## config.mk

```make
export PLATFORM = sky130hd
export DESIGN_NAME = mandbort_cluster_sched
export DESIGN_NICKNAME = d
export VERILOG_FILES = /design/src/rtl/mandbort_cluster_sched.sv
export SDC_FILE = /design/constraint.sdc
export NUM_CORES = 1
export LEC_CHECK = 0
export BUFFER_PORTS_ARGS = -buffer_cell sky130_fd_sc_hd__clkbuf_2
export CAP_MARGIN = 25
export CORE_MARGIN = 1
export CORE_UTILIZATION = 35
export CTS_CLUSTER_SIZE = 14
export DETAILED_ROUTE_END_ITERATION = 7
export PLACE_DENSITY = 0.52
export SLEW_MARGIN = 15
export SYNTH_ARGS = -nofsm -noshare
export SYNTH_HDL_FRONTEND = slang
export SYNTH_SLANG_ARGS = --single-unit
```

## constraint.sdc

```tcl
create_clock -name clk -period 7.7 [get_ports clk]
set_input_delay 1.155 -clock clk [delete_from_list [all_inputs] [get_ports clk]]
set_output_delay 1.155 -clock clk [all_outputs]
set_load 0.05 [all_outputs]
```

## src/rtl/mandbort_cluster_sched.sv

```systemverilog
// Frame scheduler for a bank of mandbort clusters: gives each cluster one horizontal band,
// launches them together and merges their results into a single addressed pixel stream.
module mandbort_cluster_sched #(
  parameter int NUM_CLUSTER = 4,
  parameter int WIDTH       = 16,
  parameter int ITERW       = 7,
  parameter int XCNT_SIZE   = 10,
  parameter int YCNT_SIZE   = 10,
  parameter int H_RES       = 640,
  parameter int V_RES       = 480,
  parameter int ADDRW       = $clog2(H_RES*V_RES)
) (
  input  logic                         clk,
  input  logic                         rst,
  input  logic                         start,
  input  logic [WIDTH-1:0]             start_x,
  input  logic [WIDTH-1:0]             start_y,
  input  logic [WIDTH-1:0]             delta_x,
  input  logic [WIDTH-1:0]             delta_y,
  output logic                         busy,
  output logic                         done,
  output logic [NUM_CLUSTER-1:0]       cl_start,
  output logic [WIDTH-1:0]             cl_start_x,
  output logic [WIDTH-1:0]             cl_delta_x,
  output logic [WIDTH-1:0]             cl_delta_y,
  output logic [NUM_CLUSTER*WIDTH-1:0] cl_start_y,
  output logic [XCNT_SIZE-1:0]         cl_x_count,
  output logic [YCNT_SIZE-1:0]         cl_y_count,
  input  logic [NUM_CLUSTER-1:0]       cl_iter_vld,
  input  logic [NUM_CLUSTER*ITERW-1:0] cl_iter,
  input  logic [NUM_CLUSTER-1:0]       cl_done,
  output logic [NUM_CLUSTER-1:0]       cl_stall,
  output logic                         pix_vld,
  input  logic                         pix_rdy,
  output logic [ADDRW-1:0]             pix_addr,
  output logic [ITERW-1:0]             pix_iter
);

  localparam int BAND_ROWS = V_RES / NUM_CLUSTER;
  localparam int BAND_PIX  = BAND_ROWS * H_RES;
  localparam int PTRW      = (NUM_CLUSTER > 1) ? $clog2(NUM_CLUSTER) : 1;

  typedef enum logic [2:0] {
    S_IDLE,
    S_CONFIG,
    S_LAUNCH,
    S_RUN,
    S_DONE
  } state_t;

  state_t                   state_q, state_d;
  logic                     busy_q, busy_d;
  logic [WIDTH-1:0]         startX_q, startX_d;
  logic [WIDTH-1:0]         deltaX_q, deltaX_d;
  logic [WIDTH-1:0]         deltaY_q, deltaY_d;
  logic [WIDTH-1:0]         acc_q, acc_d;
  logic [PTRW-1:0]          cfgIdx_q, cfgIdx_d;
  logic [NUM_CLUSTER*WIDTH-1:0] clStartY_q, clStartY_d;
  logic [NUM_CLUSTER-1:0]   bufFull_q, bufFull_d;
  logic [ITERW-1:0]         bufIter_q [NUM_CLUSTER];
  logic [ITERW-1:0]         bufIter_d [NUM_CLUSTER];
  logic [NUM_CLUSTER-1:0]   doneFlag_q, doneFlag_d;
  logic [ADDRW-1:0]         pixCnt_q [NUM_CLUSTER];
  logic [ADDRW-1:0]         pixCnt_d [NUM_CLUSTER];
  logic [PTRW-1:0]          rrPtr_q, rrPtr_d;
  logic                     pixVld_q, pixVld_d;
  logic [ADDRW-1:0]         pixAddr_q, pixAddr_d;
  logic [ITERW-1:0]         pixIter_q, pixIter_d;

  logic [WIDTH-1:0]         stepY;
  logic                     outFree;
  logic                     found;
  logic [PTRW-1:0]          grant;

  function automatic logic [ADDRW-1:0] bandBase(input int k);
    return ADDRW'(k * BAND_PIX);
  endfunction

  // Band-to-band imaginary step; wraps modulo 2^WIDTH like the cluster datapath.
  assign stepY = deltaY_q * WIDTH'(BAND_ROWS);

  always_comb begin
    state_d    = state_q;
    busy_d     = busy_q;
    startX_d   = startX_q;
    deltaX_d   = deltaX_q;
    deltaY_d   = deltaY_q;
    acc_d      = acc_q;
    cfgIdx_d   = cfgIdx_q;
    clStartY_d = clStartY_q;
    bufFull_d  = bufFull_q;
    bufIter_d  = bufIter_q;
    doneFlag_d = doneFlag_q;
    pixCnt_d   = pixCnt_q;
    rrPtr_d    = rrPtr_q;
    pixVld_d   = pixVld_q;
    pixAddr_d  = pixAddr_q;
    pixIter_d  = pixIter_q;
    outFree    = !pixVld_q || pix_rdy;
    found      = 1'b0;
    grant      = '0;

    case (state_q)
      S_IDLE: begin
        if (start) begin
          startX_d = start_x;
          deltaX_d = delta_x;
          deltaY_d = delta_y;
          acc_d    = start_y;
          cfgIdx_d = '0;
          busy_d   = 1'b1;
          state_d  = S_CONFIG;
        end
      end
      S_CONFIG: begin
        for (int k = 0; k < NUM_CLUSTER; k++) begin
          if (cfgIdx_q == PTRW'(k)) begin
            clStartY_d[k*WIDTH +: WIDTH] = acc_q;
            pixCnt_d[k]   = '0;
            bufFull_d[k]  = 1'b0;
            doneFlag_d[k] = 1'b0;
          end
        end
        acc_d = acc_q + stepY;
        if (cfgIdx_q == PTRW'(NUM_CLUSTER - 1)) begin
          state_d = S_LAUNCH;
        end else begin
          cfgIdx_d = cfgIdx_q + 1'b1;
        end
      end
      S_LAUNCH: begin
        state_d = S_RUN;
      end
      S_RUN: begin
        for (int k = 0; k < NUM_CLUSTER; k++) begin
          if (cl_iter_vld[k] && !bufFull_q[k]) begin
            bufFull_d[k] = 1'b1;
            bufIter_d[k] = cl_iter[k*ITERW +: ITERW];
          end
          if (cl_done[k]) begin
            doneFlag_d[k] = 1'b1;
          end
        end
        if (&doneFlag_q && !(|bufFull_q) && !pixVld_q) begin
          state_d = S_DONE;
        end
      end
      S_DONE: begin
        busy_d  = 1'b0;
        state_d = S_IDLE;
      end
      default: begin
        state_d = S_IDLE;
      end
    endcase

    // Round-robin: first full buffer after the last grant, wrapping around.
    for (int i = 1; i <= NUM_CLUSTER; i++) begin
      for (int k = 0; k < NUM_CLUSTER; k++) begin
        if (!found && bufFull_q[k] && ((int'(rrPtr_q) + i) % NUM_CLUSTER == k)) begin
          found = 1'b1;
          grant = PTRW'(k);
        end
      end
    end

    if (outFree) begin
      pixVld_d = found;
      for (int k = 0; k < NUM_CLUSTER; k++) begin
        if (found && grant == PTRW'(k)) begin
          pixIter_d    = bufIter_q[k];
          pixAddr_d    = bandBase(k) + pixCnt_q[k];
          pixCnt_d[k]  = pixCnt_q[k] + 1'b1;
          bufFull_d[k] = 1'b0;
        end
      end
      if (found) begin
        rrPtr_d = grant;
      end
    end
  end

  // The pointer resets to the last cluster so cluster 0 wins the first arbitration.
  always_ff @(posedge clk) begin
    if (rst) begin
      state_q    <= S_IDLE;
      busy_q     <= 1'b0;
      startX_q   <= '0;
      deltaX_q   <= '0;
      deltaY_q   <= '0;
      acc_q      <= '0;
      cfgIdx_q   <= '0;
      clStartY_q <= '0;
      bufFull_q  <= '0;
      bufIter_q  <= '{default: '0};
      doneFlag_q <= '0;
      pixCnt_q   <= '{default: '0};
      rrPtr_q    <= PTRW'(NUM_CLUSTER - 1);
      pixVld_q   <= 1'b0;
      pixAddr_q  <= '0;
      pixIter_q  <= '0;
    end else begin
      state_q    <= state_d;
      busy_q     <= busy_d;
      startX_q   <= startX_d;
      deltaX_q   <= deltaX_d;
      deltaY_q   <= deltaY_d;
      acc_q      <= acc_d;
      cfgIdx_q   <= cfgIdx_d;
      clStartY_q <= clStartY_d;
      bufFull_q  <= bufFull_d;
      bufIter_q  <= bufIter_d;
      doneFlag_q <= doneFlag_d;
      pixCnt_q   <= pixCnt_d;
      rrPtr_q    <= rrPtr_d;
      pixVld_q   <= pixVld_d;
      pixAddr_q  <= pixAddr_d;
      pixIter_q  <= pixIter_d;
    end
  end

  assign busy       = busy_q;
  assign done       = (state_q == S_DONE);
  assign cl_start   = (state_q == S_LAUNCH) ? {NUM_CLUSTER{1'b1}} : {NUM_CLUSTER{1'b0}};
  assign cl_start_x = startX_q;
  assign cl_delta_x = deltaX_q;
  assign cl_delta_y = deltaY_q;
  assign cl_start_y = clStartY_q;
  assign cl_x_count = XCNT_SIZE'(H_RES - 1);
  assign cl_y_count = YCNT_SIZE'(BAND_ROWS - 1);
  assign cl_stall   = bufFull_q;
  assign pix_vld    = pixVld_q;
  assign pix_addr   = pixAddr_q;
  assign pix_iter   = pixIter_q;

endmodule

```

==> results of run 1 <==
## per-layer routing
metal  vias up  global-route usage, %  wire length (µm)
met1      6213                   27.8             19800
met5         -                      0                32
met2       369                   33.3             20100
met3        67                   4.07              2620
met4         4                   7.95              1300
li1       6478                      -                 -
## worst min-delay path: cells and delay by family, from the launching register on
family,cells,cell delay [ns]
flops,1,0.30
simple gates,1,0.05
compound gates,1,0.05
## registers in the layout (all words and copies together) (netlist names), 16 cells and up
name,cells
cl_start_y,64
cl_delta_y,16
pix_addr,19
cl_delta_x,16
pixCnt_q,76
acc_q,16
cl_start_x,16
bufIter_q,28
## report_power, final
group          internal (mW)  switching (mW)  total [mW]
combinational          0.168           0.324       0.492
sequential              1.46          0.0521        1.51
clock                   1.10           0.641        1.74
total                   2.73            1.02        3.74
## final cells by class
class / count / area share, %
tap: 525 / 3.90
inverter: 26 / 0.580
antenna: 2 / 0.0297
clock buffer: 50 / 6.15
clock inverter: 10 / 1.10
timing repair buffer: 264 / 8.20
sequential: 275 / 32.7
multi-input combinational: 1325 / 47.3
## cell families (layout without fill, tap and decap cells)
logic type,count (synthesis),count (layout),synth area share (%)
AO/OA/AOI/OAI,480,480,21.3
buffers and inverters,165,350,5.58
other,2,22,0.0529
adder cells (fa/ha/maj),57,57,6.08
multiplexers,50,50,3.62
XOR/XNOR,37,37,2.28
AND/OR/NAND/NOR,681,681,22.2
flip-flops,275,275,38.8
## per-stage QoR
step,utilization [%],worst slack (ns),hold WS [ns],power [mW],std cells
6_report,42.3,3.42,0.453,3.74,2477
5_1_grt,42.3,3.01,0.468,3.91,2477
3_5_place_dp,39.1,3.40,0.445,2.03,2413
3_3_place_gp,39.1,3.48,0.442,2.03,2412
2_1_floorplan,-,3.43,0.448,1.90,1765
4_1_cts,42.2,3.40,0.453,3.79,2473
## worst paths after layout
path            startpoint     endpoint  cells past startpoint  slack (ns)
min            pix_addr[3]  pix_addr[3]                      2        0.45
min reg2reg    pix_addr[3]  pix_addr[3]                      2        0.45
max          cl_delta_y[0]    acc_q[15]                     15        3.42
max reg2reg  cl_delta_y[0]    acc_q[15]                     15        3.42
## synth_stat cells, types with 27 or more instances
library cell,count
nand2_1,326
buf_2,27
a211oi_1,35
buf_4,33
a21oi_1,229
nor3_1,40
nand3_1,45
and3_1,35
dfxtp_1,275
nor2_1,119
clkbuf_1,71
o21ai_0,57
ha_1,37
mux2i_1,48
==> impl_metrics.json, run 1 <==
{
  "ys_async_sr_fraction_pct": 0,
  "wl_per_cell_um": 17.7,
  "fin_crit_ns": 4.28,
  "timing.final.crit_share_pct": 55.6,
  "cap_violations": 0,
  "place_area_mm2": 0.0156,
  "drc_errors": 0,
  "detail-route-antenna-nets": 0,
  "cts_buffers": 35,
  "wl_um": 43800,
  "yosys.area.top_type_share_pct": 38.8,
  "synth_edf_count": 0,
  "cts-htree-levels": 2,
  "nets": 2088,
  "grt_max_degree": 123,
  "outcome": "completed",
  "clock.fmax_mhz": 233,
  "first_pass_iters": 5,
  "crit_fanout": 6,
  "drive_gt1_share_pct": 18.2,
  "clock-sinks": 275,
  "cp.required_ns": 8.14,
  "ys_seq_elements": 275,
  "p_per_area_mw_per_mm2": 222,
  "ys_warn_count": 0,
  "core.rowCount": 73,
  "path_delay_family": "adder cells",
  "leakagePower_nw": 6.56,
  "ctsLongestPathBuffers": 3,
  "avgSynthCellArea_um2": 8.12,
  "hpwlAfterDp_um": 31000,
  "top_level_ports": 273,
  "finalClockSkew_ns": 0.00784,
  "fillCellCount": 4090,
  "cts_tree": "yes",
  "die_w_um": 203,
  "synth_cells": 1747,
  "syn_to_final_growth_pct": 18.6,
  "grt_pass1_wl_um": 68600,
  "start_util_pct": 35.6,
  "layout_common_cells": "324 x nand2_1, 275 x dfxtp_1, 251 x clkbuf_2",
  "cts_hold_buf": 0,
  "hp-class": "reg -> reg",
  "syn-cell-area_mm2": 0.0142,
  "synth.distinct_cells": 83,
  "grt_pass1_vias": 12251,
  "synthTopCellsByArea": "dfxtp_1 39%, nand2_1 8.6%, a21oi_1 8.1%, mux2i_1 3.4%, ha_1 3.3%",
  "io_buffer_count": 252,
  "drv_slew": 0,
  "ys_seq_area_share_pct": 38.8,
  "multiInputGateArea_mm2": 0.00797,
  "num_vias": 13131,
  "post_cts_resized": 0,
  "cpPeakStageDelay_ns": 0.57,
  "ys.flop_type": "dfxtp_1",
  "viasPerCell": 5.30,
  "dieArea_mm2": 0.0414,
  "path_buf_inv": 2,
  "antenna_found_initial": 4,
  "cp.arrival_ns": 4.73,
  "core-area_mm2": 0.0398,
  "final_area_mm2": 0.0168,
  "layout_commonest_cell": "nand2_1",
  "grt_usage_pct": 20.9,
  "chipHeight_um": 203,
  "gp_congestion": 0.836,
  "worstMarginPinSlew_ns": 1.04,
  "hold_viol_final": 0,
  "tns_ns": 0,
  "worstSetupPathType": "reg -> reg",
  "regArea_mm2": 0.00551,
  "slowest_stage": "fa_1",
  "path_clk_slew_ns": 0.06,
  "crit_path_end_kind": "flip-flop",
  "crit_chain": "fa_1 -> inv_1 -> fa_1 -> inv_1 -> ha_1 -> a21o_1 -> a21oi_1 -> xnor2_1 -> ha_1 -> o21ai_0 -> a21o_1 -> nor2_1 -> nor4b_1 -> a2111oi_0 -> a311oi_1",
  "cts_setup_buffers": 0,
  "clk_latency_ns": 0.53,
  "finalSetupViolCount": 0,
  "synth_top_area_cell": "dfxtp_1",
  "root_buffer": "clkbuf_16",
  "first_iter_violations": 742,
  "ir_drop_mv": 0.155,
  "start_kind": "flip-flop",
  "slew_headroom_pct": 30.8,
  "grt_overflow": 0,
  "rsz0062_at_grt": "false"
}
Note: power is estimated with default switching activity, not from simulation.
==> run 2: changes to the inputs <==
--- a/config.mk
+++ b/config.mk
@@ -11,7 +11,7 @@
 export CORE_UTILIZATION = 35
 export CTS_CLUSTER_SIZE = 14
 export DETAILED_ROUTE_END_ITERATION = 7
-export PLACE_DENSITY = 0.52
+export PLACE_DENSITY = 0.54
 export SLEW_MARGIN = 15
 export SYNTH_ARGS = -nofsm -noshare
 export SYNTH_HDL_FRONTEND = slang
==> constraint.sdc (replaced) <==
create_clock -name clk -period 3.7 [get_ports clk]
set_input_delay 0.555 -clock clk [delete_from_list [all_inputs] [get_ports clk]]
set_output_delay 0.555 -clock clk [all_outputs]
set_load 0.05 [all_outputs]
==> run 2 against run 1 <==
Effect of this change: power up 110%; worst hold slack worse by 0.23 ns; via count up 0.96%; sequential power up 110%; first-iteration DRC count up 17%; die area unchanged; global-route usage up 0.13 points; flip-flop and latch count unchanged; setup slack worse by 3.5 ns; the run now ends with setup timing left; wire length up 1.2%; sequential share of layout area down 0.49 points; clock skew up 0.020 ns; largest cell class unchanged; highest routed layer unchanged.
==> impl_metrics.json, run 2 (synthesis gave the netlist of run 1 again) <==
{
  "nets": 2130,
  "syn_to_final_growth_pct": 20.9,
  "regArea_mm2": 0.00553,
  "dp.cells": 2451,
  "antenna_found_initial": 1,
  "violations": "setup timing",
  "largest_register_ffs": 76,
  "fillCellCount": 4141,
  "cts_buffers": 34,
  "rsz0062_at_grt": "true",
  "cap_violations": 0,
  "worstSetupPathType": "reg -> reg",
  "viasPerCell": 5.27,
  "leakagePower_nw": 6.76,
  "fin_ws_ns": -0.0912,
  "grt_pass1_wl_um": 69000,
  "hold_ws_ns": 0.226,
  "crit_fanout": 4,
  "cts-htree-levels": 2,
  "outcome": "finished with violations",
  "layout_common_cells": "324 x nand2_1, 267 x dfxtp_1, 251 x clkbuf_2",
  "worstMarginPinSlew_ns": 0.997,
  "timing.final.crit_share_pct": 102,
  "layout_commonest_cell": "nand2_1",
  "io_buffer_count": 252,
  "root_buffer": "clkbuf_16",
  "first_iter_violations": 870,
  "cts_hold_buf": 0,
  "multiInputGateArea_mm2": 0.00808,
  "wl_um": 44400,
  "start_util_pct": 35.6,
  "grt_max_degree": 127,
  "wl_per_cell_um": 17.6,
  "tns_ns": -0.227,
  "hold_viol_final": 0,
  "chipHeight_um": 203,
  "grt_pass1_vias": 12469,
  "cp.required_ns": 4.17,
  "clock.fmax_mhz": 264,
  "clk_latency_ns": 0.56,
  "num_vias": 13257,
  "hp-class": "in -> reg",
  "gp_congestion": 0.896,
  "cp.arrival_ns": 4.26,
  "fin_crit_ns": 3.79,
  "dieArea_mm2": 0.0414,
  "max_flop_register": "pixCnt_q",
  "slew_headroom_pct": 33.3,
  "finalSetupViolCount": 4,
  "p_per_area_mw_per_mm2": 451,
  "cts_tree": "yes",
  "detail-route-antenna-nets": 0,
  "top_level_ports": 273,
  "core-area_mm2": 0.0398,
  "finalClockSkew_ns": 0.0277,
  "drv_slew": 0,
  "drive_gt1_share_pct": 21.3,
  "ir_drop_mv": 0.311,
  "hpwlAfterDp_um": 31900,
  "clock-sinks": 275,
  "drc_errors": 0,
  "first_pass_iters": 5,
  "hold_depth": 3,
  "ctsLongestPathBuffers": 3,
  "n_antenna_cell": 0,
  "dpl_worst_slack_ns": -0.171,
  "crit_path_end_kind": "flip-flop",
  "grt_overflow": 0,
  "core.rowCount": 73,
  "path_clk_slew_ns": 0.06,
  "die_w_um": 203,
  "start_kind": "flip-flop",
  "r2r_cells": 18,
  "grt_usage_pct": 21.0,
  "final_cells": 2515
}
[run 2: area by class of cell]
cell class,instances,share of cell area (%)
Clock inverter,18,1.26
Tap cell,525,3.83
Inverter,26,0.569
Clock buffer,39,5.13
Sequential cell,275,32.2
Multi-Input combinational cell,1325,47.1
Timing Repair Buffer,307,9.90
[run 2: worst max-delay path: stages (launching register included)]
cell      delay, ns
dfxtp_4        0.34
fa_1           0.56
inv_1          0.06
fa_1           0.52
inv_1          0.05
ha_1           0.27
a21o_1         0.19
a21oi_2        0.17
o21ai_1        0.09
nor2_1         0.11
xnor2_1        0.08
ha_1           0.34
buf_4          0.13
nand2_1        0.05
a211oi_2       0.20
nor2_2         0.09
nor3b_2        0.16
o31a_1         0.23
nor2_1         0.09
[run 2: power by group]
group / switching [mW] / internal (mW)
logic: 0.738 / 0.509
clock network: 1.35 / 1.99
registers: 0.106 / 3.03
[run 2: stage by stage]
step	power (mW)	cell area, µm²	utilization, %
2_1_floorplan	3.97	14300	-
6_report	7.73	17200	43.1
3_3_place_gp	4.34	15900	40.0
4_1_cts	7.81	17100	43.0
5_1_grt	8.05	17200	43.1
3_5_place_dp	4.35	15900	40.0
[run 2: metal layers]
layer | wire (µm) | part of all wire (%) | GRT usage [%]
met1 | 20500 | 46 | 28.1
met2 | 20100 | 45 | 33.5
met3 | 2370 | 5.3 | 3.90
met5 | 13 | 0.029 | 0
met4 | 1350 | 3.0 | 8.06
[run 2: what timing repair did]
action | CTS | global route
cloned | 0 | 0
resized for setup | 19 | 2
endpoints found under the setup margin | 4 | 6
setup buffers | 5 | 1
pin swaps | 15 | 2
[run 2: path summary, 6_finish.rpt]
check	start	endpoint	slack, ns
setup / recovery	cl_delta_y[0]	acc_q[12]	-0.09
hold / removal	delta_y[6]	cl_delta_y[6]	0.23
setup reg to reg	cl_delta_y[0]	acc_q[12]	-0.09
hold reg to reg	pix_addr[14]	pix_addr[14]	0.45
